`src/rtl/fetch_buffer_if.sv`:
```
// Fetch-side bundle: PC handshake with program_counter, instruction memory port, decode stream.
// master is the fetch buffer itself; slave is the surrounding core/testbench.
interface fetch_buffer_if #(
  parameter int unsigned WIDTH = 32,
  parameter int unsigned DEPTH = 4
);
  localparam int unsigned CntW = $clog2(DEPTH) + 1;

  logic [WIDTH-1:0] pc;
  logic             pc_en;
  logic             redirect;
  logic             imem_req;
  logic [WIDTH-1:0] imem_addr;
  logic [31:0]      imem_rdata;
  logic             if_valid;
  logic             if_ready;
  logic [31:0]      if_instr;
  logic [WIDTH-1:0] if_pc;
  logic [CntW-1:0]  count;

  modport master (
    input  pc, redirect, imem_rdata, if_ready,
    output pc_en, imem_req, imem_addr, if_valid, if_instr, if_pc, count
  );

  modport slave (
    output pc, redirect, imem_rdata, if_ready,
    input  pc_en, imem_req, imem_addr, if_valid, if_instr, if_pc, count
  );
endinterface

```
`src/rtl/fetch_buffer.sv`:
```
// Instruction-fetch front end: issues PC to a 1-cycle memory, queues {pc, instr} pairs in a
// credit-controlled FIFO and streams them to decode; redirect flushes everything in flight.
module fetch_buffer #(
  parameter int unsigned WIDTH = 32,
  parameter int unsigned DEPTH = 4
) (
  input  logic           clk_i,
  input  logic           rst_ni,
  fetch_buffer_if.master bus
);
  localparam int unsigned PtrW = $clog2(DEPTH);
  localparam int unsigned CntW = PtrW + 1;
  localparam logic [CntW:0] DepthC = DEPTH[CntW:0];

  logic [CntW-1:0]  count_q, count_d;
  logic [PtrW-1:0]  rd_ptr_q, rd_ptr_d;
  logic [PtrW-1:0]  wr_ptr_q, wr_ptr_d;
  logic             inflight_q;
  logic             kill_q;
  logic [WIDTH-1:0] req_pc_q;
  logic [WIDTH-1:0] pc_mem_q    [DEPTH];
  logic [31:0]      instr_mem_q [DEPTH];

  logic [CntW:0] credits_used;
  logic          issue;
  logic          push;
  logic          pop;
  logic          if_valid;

  // Credits come from registered state only, so a same-cycle pop never frees a slot early and a
  // returning response always finds room.
  assign credits_used = {1'b0, count_q} + {{CntW{1'b0}}, inflight_q};
  assign issue        = rst_ni & ~bus.redirect & (credits_used < DepthC);
  assign push         = inflight_q & ~kill_q & ~bus.redirect;
  assign if_valid     = (count_q != '0) & ~bus.redirect;
  assign pop          = if_valid & bus.if_ready;

  assign bus.imem_req  = issue;
  assign bus.imem_addr = bus.pc;
  assign bus.pc_en     = rst_ni & (issue | bus.redirect);
  assign bus.if_valid  = if_valid;
  assign bus.if_instr  = instr_mem_q[rd_ptr_q];
  assign bus.if_pc     = pc_mem_q[rd_ptr_q];
  assign bus.count     = count_q;

  always_comb begin
    count_d  = count_q;
    rd_ptr_d = rd_ptr_q;
    wr_ptr_d = wr_ptr_q;
    if (bus.redirect) begin
      count_d  = '0;
      rd_ptr_d = '0;
      wr_ptr_d = '0;
    end else begin
      if (push) wr_ptr_d = wr_ptr_q + PtrW'(1);
      if (pop)  rd_ptr_d = rd_ptr_q + PtrW'(1);
      case ({push, pop})
        2'b10:   count_d = count_q + CntW'(1);
        2'b01:   count_d = count_q - CntW'(1);
        default: count_d = count_q;
      endcase
    end
  end

  always_ff @(posedge clk_i or negedge rst_ni) begin
    if (!rst_ni) begin
      count_q    <= '0;
      rd_ptr_q   <= '0;
      wr_ptr_q   <= '0;
      inflight_q <= 1'b0;
      kill_q     <= 1'b0;
      req_pc_q   <= '0;
    end else begin
      count_q    <= count_d;
      rd_ptr_q   <= rd_ptr_d;
      wr_ptr_q   <= wr_ptr_d;
      inflight_q <= issue;
      kill_q     <= bus.redirect;
      if (issue) req_pc_q <= bus.pc;
    end
  end

  // Payload storage needs no reset: count gates visibility of every entry.
  always_ff @(posedge clk_i) begin
    if (push) begin
      pc_mem_q[wr_ptr_q]    <= req_pc_q;
      instr_mem_q[wr_ptr_q] <= bus.imem_rdata;
    end
  end
endmodule

```
`src/flat_wrapper.sv`:
```
// flat-port wrapper written by rule: the top's interface ports become plain ports
module fetch_buffer_flat 
#(
  parameter int unsigned WIDTH = 32,
  parameter int unsigned DEPTH = 4
)
  (clk_i, rst_ni, bus_pc, bus_redirect, bus_imem_rdata, bus_if_ready, bus_pc_en, bus_imem_req, bus_imem_addr, bus_if_valid, bus_if_instr, bus_if_pc, bus_count);
  fetch_buffer_if #(.WIDTH(WIDTH), .DEPTH(DEPTH)) bus_i ();
  input  logic clk_i;
  input  logic rst_ni;
  input wire logic [$bits(bus_i.pc)-1:0] bus_pc;
  input wire logic [$bits(bus_i.redirect)-1:0] bus_redirect;
  input wire logic [$bits(bus_i.imem_rdata)-1:0] bus_imem_rdata;
  input wire logic [$bits(bus_i.if_ready)-1:0] bus_if_ready;
  output wire logic [$bits(bus_i.pc_en)-1:0] bus_pc_en;
  output wire logic [$bits(bus_i.imem_req)-1:0] bus_imem_req;
  output wire logic [$bits(bus_i.imem_addr)-1:0] bus_imem_addr;
  output wire logic [$bits(bus_i.if_valid)-1:0] bus_if_valid;
  output wire logic [$bits(bus_i.if_instr)-1:0] bus_if_instr;
  output wire logic [$bits(bus_i.if_pc)-1:0] bus_if_pc;
  output wire logic [$bits(bus_i.count)-1:0] bus_count;
  assign bus_i.pc = bus_pc;
  assign bus_i.redirect = bus_redirect;
  assign bus_i.imem_rdata = bus_imem_rdata;
  assign bus_i.if_ready = bus_if_ready;
  assign bus_pc_en = bus_i.pc_en;
  assign bus_imem_req = bus_i.imem_req;
  assign bus_imem_addr = bus_i.imem_addr;
  assign bus_if_valid = bus_i.if_valid;
  assign bus_if_instr = bus_i.if_instr;
  assign bus_if_pc = bus_i.if_pc;
  assign bus_count = bus_i.count;
  fetch_buffer #(.WIDTH(WIDTH), .DEPTH(DEPTH)) u_core (.clk_i(clk_i), .rst_ni(rst_ni), .bus(bus_i));
endmodule
```
`config.mk`:
```
export PLATFORM = sky130hd
export DESIGN_NAME = fetch_buffer_flat
export DESIGN_NICKNAME = d
export VERILOG_FILES = /design/src/rtl/fetch_buffer_if.sv /design/src/rtl/fetch_buffer.sv /design/src/flat_wrapper.sv
export SDC_FILE = /design/constraint.sdc
export NUM_CORES = 1
export LEC_CHECK = 0
export CAP_MARGIN = 20
export CORE_MARGIN = 4
export CORE_UTILIZATION = 45
export DETAILED_ROUTE_END_ITERATION = 8
export HOLD_SLACK_MARGIN = 0.03
export PLACE_DENSITY = 0.74
export SLEW_MARGIN = 20
export SYNTH_ARGS = -nofsm -noshare
export SYNTH_HDL_FRONTEND = slang
export SYNTH_SLANG_ARGS = --single-unit
```
`constraint.sdc`:
```
create_clock -name clk_i -period 7.7 [get_ports clk_i]
set_input_delay 1.155 -clock clk_i [delete_from_list [all_inputs] [get_ports clk_i]]
set_output_delay 1.155 -clock clk_i [all_outputs]
set_load 0.01 [all_outputs]
```
After elaboration in Yosys (flattened, before gate mapping)

Memory sizes are Yosys's and may differ from the RTL's.
Cells that the tools add are included.

Output and inout port bits: 102
Bits of input ports: 68
Bits in registers: 41
Memories kept: 2
Word-level logic and storage cells: 38
Bits in writable memories: 256

Reductions and logical operators: 4
Bitwise gates (word level): 10
Multiplexer cells: 8
Equal/unequal tests: 2
$add $sub $neg: 5
Magnitude comparators: 1

Memory list:

| memory             | depth | width | read ports | clocked after memory_dff | write ports | line               | RTL |
|---|---|---|---|---|---|---|---|
| u_core.instr_mem_q | 4     | 32    | 1          | 0                        | 1           | fetch_buffer.sv:22 | `logic [31:0] instr_mem_q [DEPTH];` |
| u_core.pc_mem_q    | 4     | 32    | 1          | 0                        | 1           | fetch_buffer.sv:21 | `logic [WIDTH-1:0] pc_mem_q [DEPTH];` |

Operator list:

| operator                                             | number |
|---|---|
| 2-to-1 mux 2 bit                                     | 4 |
| AND 1 bit                                            | 7 |
| case mux 3 bit (2 select lines)                      | 1 |
| nonzero test 3 bit                                   | 2 |
| adder 2 x 1 -> 2 bit (second input constant)         | 2 |
| adder 3 x 1 -> 4 bit                                 | 1 |
| < comparator 4 x 3 -> 1 bit (second input constant)  | 1 |
| nonzero test 2 bit                                   | 2 |
| adder 3 x 1 -> 3 bit (second input constant)         | 1 |
| 2-to-1 mux 3 bit                                     | 1 |
| subtractor 3 x 1 -> 3 bit (second input constant)    | 1 |
| equality test 2 x 1 -> 1 bit (second input constant) | 1 |
| equality test 2 bit (second input constant)          | 1 |
| 2-to-1 mux 1 bit                                     | 2 |
| NOT 1 bit                                            | 2 |
| bitwise OR 1 bit                                     | 1 |

Depth between registers and ports, before layout

Depth in word-level cells: 6
Gate-level depth with buffers: 7
Gate-level depth less buffers: 6

Worst setup path after synthesis

OpenSTA, ideal clock, no wires.

Path kind: input to register
From: input port bus_redirect
To: memory u_core.instr_mem_q[0][0] (enable)
Path slack: 4.216 ns
Buffers on the path: 1
Data arrival time: 3.055 ns
Required time: 7.271 ns
Stages on the path: 3
Cell sequence: buf_2 > inv_1 > and3_1

Word-level cells in the longest chain between the ends: 4

Ends and longest elaborated chain:

| what                                   | line               | RTL |
|---|---|---|
| from (decl)                            | flat_wrapper.sv:12 | `input wire logic [$bits(bus_i.redirect)-1:0] bus_redirect;` |
| NOT 1 bit                              | fetch_buffer.sv:34 | `assign push = inflight_q & ~kill_q & ~bus.redirect;` |
| AND 1 bit                              | fetch_buffer.sv:34 |  |
| 2-to-1 mux 1 bit                       | fetch_buffer.sv:85 | `if (push) begin` |
| 2-to-1 mux 1 bit (not written as such) | fetch_buffer.sv:87 | `instr_mem_q[wr_ptr_q] <= bus.imem_rdata;` |
| to (decl)                              | fetch_buffer.sv:22 |  |

Every way passes these cells.

Final worst setup path

From: register u_core.rd_ptr_q[0]
To: output port bus_if_instr[28]

Word-level cells in the longest chain between the ends: 1

Ends and longest elaborated chain:

| what                     | line               | RTL |
|---|---|---|
| from (decl)              | fetch_buffer.sv:16 | `logic [PtrW-1:0] rd_ptr_q, rd_ptr_d;` |
| from (signal assigned)   | fetch_buffer.sv:75 | `rd_ptr_q <= rd_ptr_d;` |
| memory read (4 x 32 bit) | --                 |  |
| to (decl)                | flat_wrapper.sv:19 | `output wire logic [$bits(bus_i.if_instr)-1:0] bus_if_instr;` |

Every way passes these cells.

==> qor.yml <==
status: "completed"
die_area_sq_um: 28000
powerDensity_nw_per_um2: 247
clockRootBuffer: "clkbuf_16"
synth_flop_cell: "edfxtp_1"
setup_tns_ns: 0
drt-total-wl_microns: 21200
drive_gt1_share_pct: 22.6
yosys_register_bits: 297
final_util_pct: 56.1
drt_first_iter_violations: 312
antenna_left: 0
firstDrtPassIters: 4
die_w_microns: 167
finalClockSkew_ns: 0.0130
vias: 5329
finalWeightedCongestion: 0.719
boundaryPins: 170
synth_fp_nets: 573
ys_types: 40
num-nets-final: 724
routedWlPerCell_microns: 21.1
fin_crit_ns: 4.42
dpl.cell_count: 950
max-slew-margin-rel_pct: 29.3
start_util_pct: 45.5
yosysWarnings: 0
fmax_ghz: 0.226
end_kind: "primary output"
cap_viol_max_count: 0
period_share_pct: 57.4
power_leakage_nw: 4.69
max-clock-path-buffers: 3
synthCells: 500
grt_start_max_net_pins: 67
synth-edff-count: 256
stdcell_count: 1004
syn_to_final_growth_pct: 23.3
cp.arrival_ns: 3.27
hold_buffers: 0
tightestPinTransition_ns: 1.06
grt_usage_pct: 14.8
post_cts_buffers: 0
avgSynthCellArea_sq_um: 22.9
cp_max_fo: 35
rsz0062_at_grt: "no"
startpoint_type: "flip-flop"
die_height_microns: 167
setup_viol: 0
cts-htree-levels: 1
antenna_found_initial: 1
syn-cell-area_sq_um: 11400
hp-class: "flip-flop to flip-flop"
cts_buffers: 29
grt_pass1_vias: 5830
async_reset_ff_share_pct: 13.8
clock_latency_ns: 0.54
place_hpwl_microns: 11900
cts.sinks: 297
vias_per_cell: 5.31
drc: 0
slew_violations: 0
clk_pin_slew_ns: 0.06
critPathLaunch: "u_core.rd_ptr_q[0]"
core-area_sq_um: 25100
cts_tree: "yes"
holdCritStartpoint: "u_core.req_pc_q[2]"
r2r_start: "u_core.inflight_q"
post_cts_resized: 0
numPortBuffers: 169
fillers: 1913
antenna_cells: 0
grt_pass1_wl_microns: 32900
peakVddDrop_uv: 186
critPathKind: "flip-flop to primary output"
rows: 58
hold_viol_final: 0
overflow: 0
worstPathRequired_ns: 6.55
ys_seq_area_share_pct: 76.2
placed cells by master (no fill, tap or decap), types with 2 or more instances in the layout:
cell	instances
clkinv_2	2
mux2_4	28
nand4_1	3
mux2_2	5
ha_1	4
o211ai_1	2
edfxtp_1	256
nor2_1	5
o31ai_1	2
dfrtp_1	39
clkbuf_1	11
a21oi_1	2
nand2b_1	3
and3_4	4
bufinv_16	2
buf_4	3
dfrtp_4	2
clkinv_1	3
clkbuf_16	29
inv_1	6
nand2_1	4
mux4_2	64
clkdlybuf4s50_1	168
clkbuf_8	6
state kept, by name, indices dropped and copies added (netlist names):
| register | cells |
|---|---|
| u_core.instr_mem_q | 128 |
| u_core.wr_ptr_q | 2 |
| u_core.kill_q | 1 |
| u_core.pc_mem_q | 128 |
| u_core.rd_ptr_q | 2 |
| u_core.bus.count | 3 |
| u_core.inflight_q | 1 |
| u_core.req_pc_q | 32 |
Yosys cell counts, types with 2 or more instances:
cell type	instances	share of area [%]
edfxtp_1	256	67
mux4_2	64	13
dfrtp_1	41	9.0
buf_4	35	2.3
mux2_4	28	3.7
buf_2	7	0.31
inv_1	6	0.20
mux2_2	5	0.49
nor2_1	5	0.16
and3_1	4	0.22
buf_6	4	0.39
ha_1	4	0.44
nand2_1	4	0.13
buf_12	3	0.53
nand2b_1	3	0.16
nand4_1	3	0.16
a21oi_1	2	0.088
clkbuf_1	2	0.066
o211ai_1	2	0.13
o31ai_1	2	0.13
metrics by stage:
step	total power, mW	setup WS [ns]	instance area [sq um]	hold slack, ns
6_report	3.48	3.28	14100	0.516
5_1_grt	3.60	2.98	14100	0.532
4_1_cts	3.51	3.13	14100	0.516
3_5_place_dp	2.14	3.73	13200	0.503
3_3_place_gp	2.13	3.74	13200	0.482
2_1_floorplan	2.02	4.22	11400	0.471
path summary, 6_finish.rpt:
kind / endpoint / slack (ns) / cells after the start
min reg2reg: u_core.pc_mem_q[0][2] / 0.52 / 0
min in group asynchronous: u_core.req_pc_q[8] / 0.73 / 2
max reg2reg: u_core.instr_mem_q[3][12] / 5.19 / 2
max in group asynchronous: u_core.rd_ptr_q[1] / 6.46 / 2
min: u_core.pc_mem_q[0][2] / 0.52 / 0
max: bus_if_instr[28] / 3.28 / 3
power by group:
group | switching [mW] | internal (mW)
registers | 0.0464 | 1.82
logic | 0.0875 | 0.150
clock network | 0.561 | 0.819
routing by layer:
| metal | wire [microns] | GRT usage (%) | part of all wire, % |
|---|---|---|---|
| met5 | 13 | 0 | 0.061 |
| met4 | 459 | 4.06 | 2.2 |
| met3 | 1380 | 3.75 | 6.5 |
| met2 | 10900 | 25.9 | 52 |
| met1 | 8370 | 18.6 | 40 |
kinds of logic after synthesis:
kind of cell | share of synthesized area, %
compound gates | 0.810
xor+xnor | 0.0766
fa+ha+maj | 0.613
buf+inv | 3.95
flops | 76.2
mux | 16.8
simple gates | 1.58
cell type report:
class | instances | area (sq um) | share of cell area (%)
clock buffers | 46 | 850 | 6.03
clock inverters | 8 | 90.1 | 0.639
inverters | 7 | 26.3 | 0.186
multi-input cells | 144 | 2290 | 16.2
flip-flops and latches | 297 | 8720 | 61.9
well taps | 330 | 413 | 2.93
repair buffers | 172 | 1710 | 12.1
worst max-delay path, stage by stage, from the launching register on:
cell             delay, ns
dfrtp_4               0.90
buf_4                 0.66
mux4_2                0.62
clkdlybuf4s50_1       0.50
Power figures use the tool's default switching activity.
